**src/rtl/io_bus_pkg.sv**
```systemverilog
// Shared definitions for the I/O-page controller: FSM encoding, status word
// layout and default geometry.
package io_bus_pkg;

  typedef enum logic [1:0] {
    ST_IDLE = 2'd0,
    ST_BUSY = 2'd1,
    ST_DONE = 2'd2
  } state_e;

  // Status word bit positions
  localparam int ST_TO       = 0;
  localparam int ST_BOTH     = 1;
  localparam int ST_SLOT_LSB = 8;
  localparam int ST_CNT_LSB  = 16;

  // Default geometry
  localparam int DEF_SLOTS     = 16;
  localparam int DEF_TIMEOUT   = 255;
  localparam int DEF_STAT_SLOT = 15;

endpackage

```
**src/rtl/io_bus_if.sv**
```systemverilog
// CPU-side request and device-side bus of the I/O page, bundled together.
interface io_bus_if
  import io_bus_pkg::*;
#(
  parameter int SLOTS = DEF_SLOTS
);
  localparam int AW = (SLOTS > 1) ? $clog2(SLOTS) : 1;

  logic                  io_en;
  logic [AW-1:0]         io_adr;
  logic                  rd;
  logic                  wr;
  logic [31:0]           din;
  logic [31:0]           dout;
  logic                  io_wait;
  logic [SLOTS-1:0]      dev_sel;
  logic                  dev_rd;
  logic                  dev_wr;
  logic [31:0]           dev_wdata;
  logic [32*SLOTS-1:0]   dev_rdata;
  logic [SLOTS-1:0]      dev_ack;

  // Controller side
  modport slave (
    input  io_en, io_adr, rd, wr, din, dev_rdata, dev_ack,
    output dout, io_wait, dev_sel, dev_rd, dev_wr, dev_wdata
  );

  // CPU and device side
  modport master (
    output io_en, io_adr, rd, wr, din, dev_rdata, dev_ack,
    input  dout, io_wait, dev_sel, dev_rd, dev_wr, dev_wdata
  );

endinterface

```
**src/rtl/io_bus_stat.sv**
```systemverilog
// Sticky status register: timeout flag, simultaneous rd/wr flag, last
// timed-out slot and a saturating timeout counter. A clear overrides events.
module io_bus_stat
  import io_bus_pkg::*;
(
  input  logic        clk,
  input  logic        rst,
  input  logic        clr,
  input  logic        to_evt,
  input  logic [3:0]  to_slot,
  input  logic        both_evt,
  output logic [31:0] stat_word
);

  logic        to_q, to_d;
  logic        both_q, both_d;
  logic [3:0]  slot_q, slot_d;
  logic [15:0] cnt_q, cnt_d;

  // Next status: clear wins, otherwise accumulate sticky events
  always_comb begin
    to_d   = to_q;
    both_d = both_q;
    slot_d = slot_q;
    cnt_d  = cnt_q;
    if (clr) begin
      to_d   = 1'b0;
      both_d = 1'b0;
      slot_d = 4'd0;
      cnt_d  = 16'd0;
    end else begin
      if (to_evt) begin
        to_d   = 1'b1;
        slot_d = to_slot;
        if (cnt_q != 16'hFFFF) cnt_d = cnt_q + 16'd1;
      end
      if (both_evt) both_d = 1'b1;
    end
  end

  // Status state registers
  always_ff @(posedge clk) begin
    if (rst) begin
      to_q   <= 1'b0;
      both_q <= 1'b0;
      slot_q <= 4'd0;
      cnt_q  <= 16'd0;
    end else begin
      to_q   <= to_d;
      both_q <= both_d;
      slot_q <= slot_d;
      cnt_q  <= cnt_d;
    end
  end

  // Assemble the CPU-visible status word
  always_comb begin
    stat_word                       = '0;
    stat_word[ST_TO]                = to_q;
    stat_word[ST_BOTH]              = both_q;
    stat_word[ST_SLOT_LSB +: 4]     = slot_q;
    stat_word[ST_CNT_LSB +: 16]     = cnt_q;
  end

endmodule

```
**src/rtl/io_bus.sv**
```systemverilog
// I/O-page controller: sequences each CPU access through IDLE/BUSY/DONE,
// issues single-cycle device strobes, waits for per-slot acks with a
// timeout, and serves the status register from a reserved slot.
module io_bus
  import io_bus_pkg::*;
#(
  parameter int          SLOTS     = DEF_SLOTS,
  parameter logic [15:0] FAST_MASK = 16'h00FF,
  parameter int          TIMEOUT   = DEF_TIMEOUT,
  parameter int          STAT_SLOT = DEF_STAT_SLOT
) (
  input  logic      clk,
  input  logic      rst,
  io_bus_if.slave   bus
);

  localparam int             AW     = (SLOTS > 1) ? $clog2(SLOTS) : 1;
  localparam int             CW     = (TIMEOUT > 1) ? $clog2(TIMEOUT + 1) : 1;
  localparam logic [CW-1:0]  TO_LIM = CW'(TIMEOUT);
  localparam logic [AW-1:0]  STAT_A = AW'(STAT_SLOT);

  state_e            state_q, state_d;
  logic [AW-1:0]     slot_q, slot_d;
  logic              wr_q, wr_d;
  logic [31:0]       wdata_q, wdata_d;
  logic [31:0]       dout_q, dout_d;
  logic [SLOTS-1:0]  sel_q, sel_d;
  logic              rd_stb_q, rd_stb_d;
  logic              wr_stb_q, wr_stb_d;
  logic [CW-1:0]     wcnt_q, wcnt_d;

  logic              req;
  logic              wait_c;
  logic              is_stat;
  logic              acked;
  logic [31:0]       rdata_sel;
  logic              stat_clr;
  logic              stat_to;
  logic              stat_both;
  logic [3:0]        stat_slot;
  logic [31:0]       stat_word;

  assign req       = bus.io_en & (bus.rd | bus.wr);
  assign is_stat   = (slot_q == STAT_A);
  assign rdata_sel = bus.dev_rdata[{slot_q, 5'd0} +: 32];
  assign acked     = FAST_MASK[slot_q] | is_stat | bus.dev_ack[slot_q];
  assign stat_slot = 4'(slot_q);

  // Next-state and output logic for the access sequencer
  always_comb begin
    state_d   = state_q;
    slot_d    = slot_q;
    wr_d      = wr_q;
    wdata_d   = wdata_q;
    dout_d    = dout_q;
    sel_d     = sel_q;
    rd_stb_d  = 1'b0;
    wr_stb_d  = 1'b0;
    wcnt_d    = wcnt_q;
    wait_c    = 1'b0;
    stat_clr  = 1'b0;
    stat_to   = 1'b0;
    stat_both = 1'b0;
    case (state_q)
      ST_IDLE: begin
        if (req) begin
          wait_c    = 1'b1;
          slot_d    = bus.io_adr;
          wr_d      = bus.wr;
          wdata_d   = bus.din;
          stat_both = bus.rd & bus.wr;
          wcnt_d    = '0;
          state_d   = ST_BUSY;
          // The status slot is served internally and never reaches a device
          if (bus.io_adr != STAT_A) begin
            sel_d    = SLOTS'(1) << bus.io_adr;
            rd_stb_d = ~bus.wr;
            wr_stb_d = bus.wr;
          end
        end
      end
      ST_BUSY: begin
        wait_c = 1'b1;
        if (acked) begin
          if (!wr_q) dout_d = is_stat ? stat_word : rdata_sel;
          if (wr_q && is_stat && wdata_q[0]) stat_clr = 1'b1;
          sel_d   = '0;
          state_d = ST_DONE;
        end else if ((TIMEOUT != 0) && ((wcnt_q + CW'(1)) == TO_LIM)) begin
          dout_d  = 32'h0;
          stat_to = 1'b1;
          sel_d   = '0;
          state_d = ST_DONE;
        end else begin
          wcnt_d = wcnt_q + CW'(1);
        end
      end
      ST_DONE: begin
        state_d = ST_IDLE;
      end
      default: begin
        sel_d   = '0;
        state_d = ST_IDLE;
      end
    endcase
  end

  // Sequencer state and registered outputs
  always_ff @(posedge clk) begin
    if (rst) begin
      state_q  <= ST_IDLE;
      slot_q   <= '0;
      wr_q     <= 1'b0;
      wdata_q  <= 32'h0;
      dout_q   <= 32'h0;
      sel_q    <= '0;
      rd_stb_q <= 1'b0;
      wr_stb_q <= 1'b0;
      wcnt_q   <= '0;
    end else begin
      state_q  <= state_d;
      slot_q   <= slot_d;
      wr_q     <= wr_d;
      wdata_q  <= wdata_d;
      dout_q   <= dout_d;
      sel_q    <= sel_d;
      rd_stb_q <= rd_stb_d;
      wr_stb_q <= wr_stb_d;
      wcnt_q   <= wcnt_d;
    end
  end

  io_bus_stat u_stat (
    .clk       (clk),
    .rst       (rst),
    .clr       (stat_clr),
    .to_evt    (stat_to),
    .to_slot   (stat_slot),
    .both_evt  (stat_both),
    .stat_word (stat_word)
  );

  assign bus.io_wait   = wait_c & ~rst;
  assign bus.dout      = dout_q;
  assign bus.dev_sel   = sel_q;
  assign bus.dev_rd    = rd_stb_q;
  assign bus.dev_wr    = wr_stb_q;
  assign bus.dev_wdata = wdata_q;

endmodule

```
**src/flat_wrapper.sv**
```systemverilog
// flat-port wrapper written by rule: the top's interface ports become plain ports
module io_bus_flat import io_bus_pkg::*;
#(
  parameter int          SLOTS     = DEF_SLOTS,
  parameter logic [15:0] FAST_MASK = 16'h00FF,
  parameter int          TIMEOUT   = DEF_TIMEOUT,
  parameter int          STAT_SLOT = DEF_STAT_SLOT
)
  (clk, rst, bus_io_en, bus_io_adr, bus_rd, bus_wr, bus_din, bus_dev_rdata, bus_dev_ack, bus_dout, bus_io_wait, bus_dev_sel, bus_dev_rd, bus_dev_wr, bus_dev_wdata);
  io_bus_if #(.SLOTS(SLOTS)) bus_i ();
  input  logic clk;
  input  logic rst;
  input wire logic [$bits(bus_i.io_en)-1:0] bus_io_en;
  input wire logic [$bits(bus_i.io_adr)-1:0] bus_io_adr;
  input wire logic [$bits(bus_i.rd)-1:0] bus_rd;
  input wire logic [$bits(bus_i.wr)-1:0] bus_wr;
  input wire logic [$bits(bus_i.din)-1:0] bus_din;
  input wire logic [$bits(bus_i.dev_rdata)-1:0] bus_dev_rdata;
  input wire logic [$bits(bus_i.dev_ack)-1:0] bus_dev_ack;
  output wire logic [$bits(bus_i.dout)-1:0] bus_dout;
  output wire logic [$bits(bus_i.io_wait)-1:0] bus_io_wait;
  output wire logic [$bits(bus_i.dev_sel)-1:0] bus_dev_sel;
  output wire logic [$bits(bus_i.dev_rd)-1:0] bus_dev_rd;
  output wire logic [$bits(bus_i.dev_wr)-1:0] bus_dev_wr;
  output wire logic [$bits(bus_i.dev_wdata)-1:0] bus_dev_wdata;
  assign bus_i.io_en = bus_io_en;
  assign bus_i.io_adr = bus_io_adr;
  assign bus_i.rd = bus_rd;
  assign bus_i.wr = bus_wr;
  assign bus_i.din = bus_din;
  assign bus_i.dev_rdata = bus_dev_rdata;
  assign bus_i.dev_ack = bus_dev_ack;
  assign bus_dout = bus_i.dout;
  assign bus_io_wait = bus_i.io_wait;
  assign bus_dev_sel = bus_i.dev_sel;
  assign bus_dev_rd = bus_i.dev_rd;
  assign bus_dev_wr = bus_i.dev_wr;
  assign bus_dev_wdata = bus_i.dev_wdata;
  io_bus #(.SLOTS(SLOTS), .FAST_MASK(FAST_MASK), .TIMEOUT(TIMEOUT), .STAT_SLOT(STAT_SLOT)) u_core (.clk(clk), .rst(rst), .bus(bus_i));
endmodule
```
**config.mk**
```make
export PLATFORM = sky130hd
export DESIGN_NAME = io_bus_flat
export DESIGN_NICKNAME = d
export VERILOG_FILES = /design/src/rtl/io_bus_pkg.sv /design/src/rtl/io_bus_if.sv /design/src/rtl/io_bus_stat.sv /design/src/rtl/io_bus.sv /design/src/flat_wrapper.sv
export SDC_FILE = /design/constraint.sdc
export NUM_CORES = 1
export LEC_CHECK = 0
export ABC_AREA = 1
export CORE_AREA = 8 8 247 249
export CTS_BUF_LIST = sky130_fd_sc_hd__clkbuf_8 sky130_fd_sc_hd__clkbuf_16
export CTS_CLUSTER_SIZE = 25
export DETAILED_ROUTE_END_ITERATION = 7
export DIE_AREA = 0 0 255 257
export SYNTH_ARGS = -nofsm -noshare
export SYNTH_HDL_FRONTEND = slang
export SYNTH_SLANG_ARGS = --single-unit
```
**constraint.sdc**
```tcl
create_clock -name clk -period 2.7 [get_ports clk]
set_input_delay 0.54 -clock clk [delete_from_list [all_inputs] [get_ports clk]]
set_output_delay 0.54 -clock clk [all_outputs]
set_load 0.01 [all_outputs]
```
Word level (Yosys, flattened, before mapping)
Memory sizes are Yosys's and may differ from the RTL's. A register that Yosys moved wholly into a read port is not among the register bits.
Index checks and enable logic that the tools add are counted.
{"block": "word_totals", "ff_bits": 119, "memories": 1, "in_bits": 569, "rom_bits": 16}
{"block": "classes", "add_sub_neg": 2, "reduce_logical": 13, "n_lt_le_gt_ge": 1, "bitwise": 12, "n_shift": 2, "eq_ne": 12, "mux": 32}
{"name": "(no name shown)", "words": 16, "word_bits": 1, "rd": 1, "rd_ports_with_merged_regs": 1, "wr": 0, "line": "io_bus.sv:46", "text": "assign acked = FAST_MASK[slot_q] | is_stat | bus.dev_ack[slot_q];"}
{"operator": "indexed part select 512 x 10 -> 32 bit", "n": 1}
{"operator": "2-to-1 mux 32 bit", "n": 4}
{"operator": "2-to-1 mux 16 bit", "n": 4}
{"operator": "case mux 16 bit (3 select lines)", "n": 1}
{"operator": "2-to-1 mux 8 bit", "n": 3}
{"operator": "adder 16 x 1 -> 16 bit (second input constant)", "n": 1}
{"operator": "inequality test 16 bit (second input constant)", "n": 1}
{"operator": "case mux 8 bit (2 select lines)", "n": 1}
{"operator": "left shift 1 x 4 -> 16 bit (first input constant)", "n": 1}
{"operator": "2-to-1 mux 1 bit", "n": 11}
{"operator": "adder 8 x 1 -> 8 bit (second input constant)", "n": 1}
{"operator": "== test 8 bit (second input constant)", "n": 1}
{"operator": "2-to-1 mux 4 bit", "n": 2}
{"operator": "AND reduction 4 bit", "n": 2}
{"operator": "2-to-1 mux 2 bit", "n": 3}
{"operator": "inequality test 2 bit (second input constant)", "n": 3}
{"operator": "inverter 1 bit", "n": 6}
{"operator": "AND reduction 2 bit", "n": 3}
{"operator": "less-than comparator 4 x 5 -> 1 bit (second input constant)", "n": 1}
{"operator": "binary-select mux 1 bit (select 4 bit)", "n": 1}
{"operator": "== test 4 bit (second input constant)", "n": 1}
{"operator": "inequality test 2 x 1 -> 1 bit (second input constant)", "n": 2}
{"operator": "inequality test 4 bit (second input constant)", "n": 1}
{"operator": "case mux 2 bit (2 select lines)", "n": 1}
{"operator": "other kinds (12)", "n": 18}

Depth between registers and ports, before layout
{"block": "logic_depth", "word_depth": 7, "mapped_depth": 15}

Hierarchy
Synthesis repeated with hierarchy kept, for this count alone.
{"block": "unflattened", "hier_cells": 1869, "area_unflattened_um2": 10386.2}
{"module": "io_bus", "cells_each": 1677, "area_each_um2": 9102.5, "n_inst": 1}
{"module": "io_bus_stat", "cells_each": 192, "area_each_um2": 1283.7, "n_inst": 1}

Least setup slack after synthesis
OpenSTA, ideal clock, no wires.
{"block": "synth_timing", "kind": "register to register", "from": "reg u_core.wcnt_q[0]", "to": "reg u_core.sel_q[11], in the netlist u_core.bus.dev_sel[11]", "t_arrival_ns": 1.739, "path_stages_with_launch": 14, "setup_time_ns": 0.113, "synth_period_minus_slack_ns": 1.852, "setup_slack_ns": 0.848, "required_time_ns": 2.587, "path_cell_list": "dfxtp_1 > ha_1 > nand3_1 > o21ai_0 > nand2_1 > nor2_1 > nand2_1 > nand2_1 > nor2_1 > nor2_1 > buf_2 > nand2_1 > nand2_1 > nor2_1"}
{"block": "synth_between", "elab_chain_len": 4}
{"element": "from (decl)", "line": "io_bus.sv:30", "text": "logic [CW-1:0] wcnt_q, wcnt_d;"}
{"element": "from (signal assigned)", "line": "io_bus.sv:129", "text": "wcnt_q <= wcnt_d;"}
{"element": "adder 8 x 1 -> 8 bit", "line": "io_bus.sv:89", "text": "end else if ((TIMEOUT != 0) && ((wcnt_q + CW'(1)) == TO_LIM)) begin"}
{"element": "== test 8 bit", "line": "io_bus.sv:89"}
{"element": "inequality test 3 x 1 -> 1 bit (no source line)"}
{"element": "AND reduction 4 bit (no source line)"}
{"element": "to (signal assigned)", "line": "io_bus.sv:126", "text": "sel_q <= sel_d;"}
{"element": "to (decl)", "line": "io_bus.sv:27", "text": "logic [SLOTS-1:0] sel_q, sel_d;"}
No other way between the ends.
A chain may end at the register's enable or synchronous reset.

Worst setup path after layout
{"block": "layout_timing", "from": "in bus_wr", "to": "out bus_io_wait"}
{"block": "layout_between", "elab_chain_len": 5}
{"element": "from (decl)", "line": "flat_wrapper.sv:16", "text": "input wire logic [$bits(bus_i.wr)-1:0] bus_wr;"}
{"element": "bitwise OR 1 bit", "line": "io_bus.sv:43", "text": "assign req = bus.io_en & (bus.rd | bus.wr);"}
{"element": "bitwise AND 1 bit", "line": "io_bus.sv:43"}
{"element": "2-to-1 mux 1 bit", "line": "io_bus.sv:66", "text": "if (req) begin"}
{"element": "case mux 1 bit (2 select lines)", "line": "io_bus.sv:64", "text": "case (state_q)"}
{"element": "bitwise AND 1 bit", "line": "io_bus.sv:143", "text": "assign bus.io_wait = wait_c & ~rst;"}
{"element": "to (decl)", "line": "flat_wrapper.sv:21", "text": "output wire logic [$bits(bus_i.io_wait)-1:0] bus_io_wait;"}
No other way between the ends.

==> metrics.yaml <==
final_layout:
  finalInstanceArea_um2: 17700
  layout_common_cells: "clkdlybuf4s50_1, nor2_1, nand2_1"
  nets: 2920
  final_common_cell: "clkdlybuf4s50_1"
  drive_above_1_share: 0.0377
  area_growth_pct: 79.3
  final_util: 0.310
sta:
  fin_crit_sh: 0.944
  relSlewSlack: 0.507
  setup_violations: 0
  setup_ws_ns: 0.151
  clock_skew_ns: 0.0126
  rsz0062_at_grt: "no"
  hold_violations: 0
  maxSlewViolCount: 0
  worst_slew_pin_slew_ns: 0.740
  fmax_ghz: 0.392
  period_minus_slack_ns: 2.55
grt:
  grt_pass1_wl_um: 90200
  overflow: 0
  grtUsageTotal: 0.183
  grt_max_degree: 104
  grt_antenna_before_repair: 22
  grt_pass1_vias: 13800
floorplan:
  die_area_um2: 65500
  ioPinCount: 652
  die_y_um: 257
  core_um2: 57000
  die_w_um: 255
  rows: 88
  start_util: 0.173
route:
  firstDrtPassIters: 5
  wl_per_cell_um: 20.2
  drc_errors: 0
  vias: 14000
  vias_per_cell: 4.47
  drt_iter0_markers: 1138
  wl_um: 63300
  drtAntennaViolNets: 0
clock_tree:
  cts_tree: "built"
  path_clk_slew_ns: 0.05
  clk_latency_ns: 0.43
  htree_levels: 4
  clockBufferDepth: 2
  clock-root-buffer: "clkbuf_16"
  ctsResizeCount: 0
  cts.sinks: 120
  post-cts-setup-buffers: 0
  cts_made_buffers: 17
  cts_hold_buf: 0
placed_design:
  dpl.hpwl_um: 51500
  port_buffers: 628
  place_congestion: 0.881
  pre_cts_slack_ns: -0.00329
  placed_cell_area_um2: 17000
critical_path:
  worst_setup_path_start_kind: "primary input"
  path_max_fanout: 2
  path_class: "primary input to output port"
  cp-end-kind: "output port"
  arrival_ns: 2.01
  worstPathRequired_ns: 2.16
power_and_ir_drop:
  p_comb_frac: 0.393
  p_int_mw: 4.81
  power_mw: 7.17
  p_switching_mw: 2.36
  power_density_nw_per_um2: 406
  clkPwrFrac: 0.331
  swShare: 0.330
  p_seq_frac: 0.276
  p_leak_nw: 6.91
  irDropWorstVdd_mv: 0.383
logic_synthesis:
  synth_seq_cells: 120
  netlist_instances: 1797
  yosysTopAreaCellShare: 0.244
  synth_nets: 2369
  ys_top_cells_by_area: "dfxtp_1, nor2_1, nand2_1"
  synthArstFlopShare: 0
  syn_area_per_cell_um2: 5.48
  syn_area_um2: 9850
  synth.largest_area_cell: "dfxtp_1"
  synth_edf_count: 0
  synth_cell_types: 29
  yosys_warnings: 0
  yosysSeqAreaShare: 0.244
  yosys_most_used_dff: "dfxtp_1"
status:
  outcome: "complete, no violations"
min_path:
  min-delay-path-class: "flip-flop to flip-flop"
run:
  drv_cap: 0
[critical path, stage by stage]
cell and delay, ns:
clkdlybuf4s50_1 0.50, nor2_1 0.07, nor2_1 0.08, nand2_1 0.07, a21oi_1 0.14, clkdlybuf4s50_1 0.60
[cell usage after synthesis, types with 31 or more instances]
cell type	number
a21oi_1	83
buf_2	31
clkbuf_1	98
dfxtp_1	120
inv_1	119
nand2_1	394
nand3_1	112
nor2_1	411
o211ai_1	32
o21ai_0	262
o221ai_1	32
o22ai_1	42
[logic make-up (layout without fill, tap and decap cells)]
| kind of cell | count (synthesis) | in the layout | synth area share |
|---|---|---|---|
| other | 0 | 8 | 0 |
| AND/OR/NAND/NOR | 953 | 953 | 0.387 |
| buffers and inverters | 262 | 824 | 0.104 |
| XOR/XNOR | 6 | 6 | 0.00533 |
| flip-flops | 120 | 120 | 0.244 |
| AO/OA/AOI/OAI | 453 | 453 | 0.256 |
| adder cells (fa/ha/maj) | 3 | 3 | 0.00381 |
[final timing paths]
path / slack [ns] / cells after the start / start / end
worst min-delay path: 0.45 / 2 / u_core.u_stat.both_q / u_core.u_stat.both_q
worst max-delay path: 0.15 / 6 / bus_wr / bus_io_wait
worst min register to register: 0.45 / 2 / u_core.u_stat.both_q / u_core.u_stat.both_q
worst max register to register: 0.26 / 7 / u_core.slot_q[1] / u_core.bus.dout[3]
[state kept, by name, summed over array words and instances (netlist names), named ones only]
name / count
u_core.u_stat.to_q: 1
u_core.bus.dout: 32
u_core.bus.dev_wr: 1
u_core.slot_q: 4
u_core.bus.dev_sel: 16
u_core.state_q: 2
u_core.bus.dev_rd: 1
u_core.u_stat.cnt_q: 16
u_core.wcnt_q: 8
u_core.u_stat.both_q: 1
u_core.wr_q: 1
u_core.u_stat.slot_q: 4
u_core.bus.dev_wdata: 32
[through the flow]
| step | hold slack [ns] | instances | setup TNS (ns) |
|---|---|---|---|
| after floorplan | 0.422 | 1797 | 0 |
| after global placement | 0.429 | 3094 | -0.0500 |
| after CTS | 0.445 | 3124 | 0 |
| after global routing | 0.463 | 3126 | 0 |
| final | 0.447 | 3132 | 0 |
| after detailed placement | 0.437 | 3094 | -0.00470 |
[per-layer routing]
layer | vias up | global-route usage | routed length (um)
li1 | 7024 | - | -
met1 | 6343 | 0.228 | 26900
met2 | 551 | 0.306 | 29200
met3 | 70 | 0.0539 | 5930
met4 | 18 | 0.0401 | 1130
met5 | - | 0 | 122
[power groups by stage]
stage,clock (mW),sequential (mW),combinational (mW)
after global routing,2.51,1.99,3.10
after CTS,2.45,1.98,2.84
after floorplan,0,2.03,1.21
after detailed placement,0,2.01,2.82
after global placement,0,2.01,2.82
final,2.37,1.98,2.82
[cell type report]
class                           instances  area [um^2]
Clock buffer                           21          480
Multi-Input combinational cell       1415         6430
Timing Repair Buffer                  670         6760
Sequential cell                       120         2410
Antenna cell                            8         20.0
Fill cell                            6427        39400
Tap cell                              765          957
Clock inverter                          9          125
Inverter                              124          473
(Power assumes the default switching activity.)
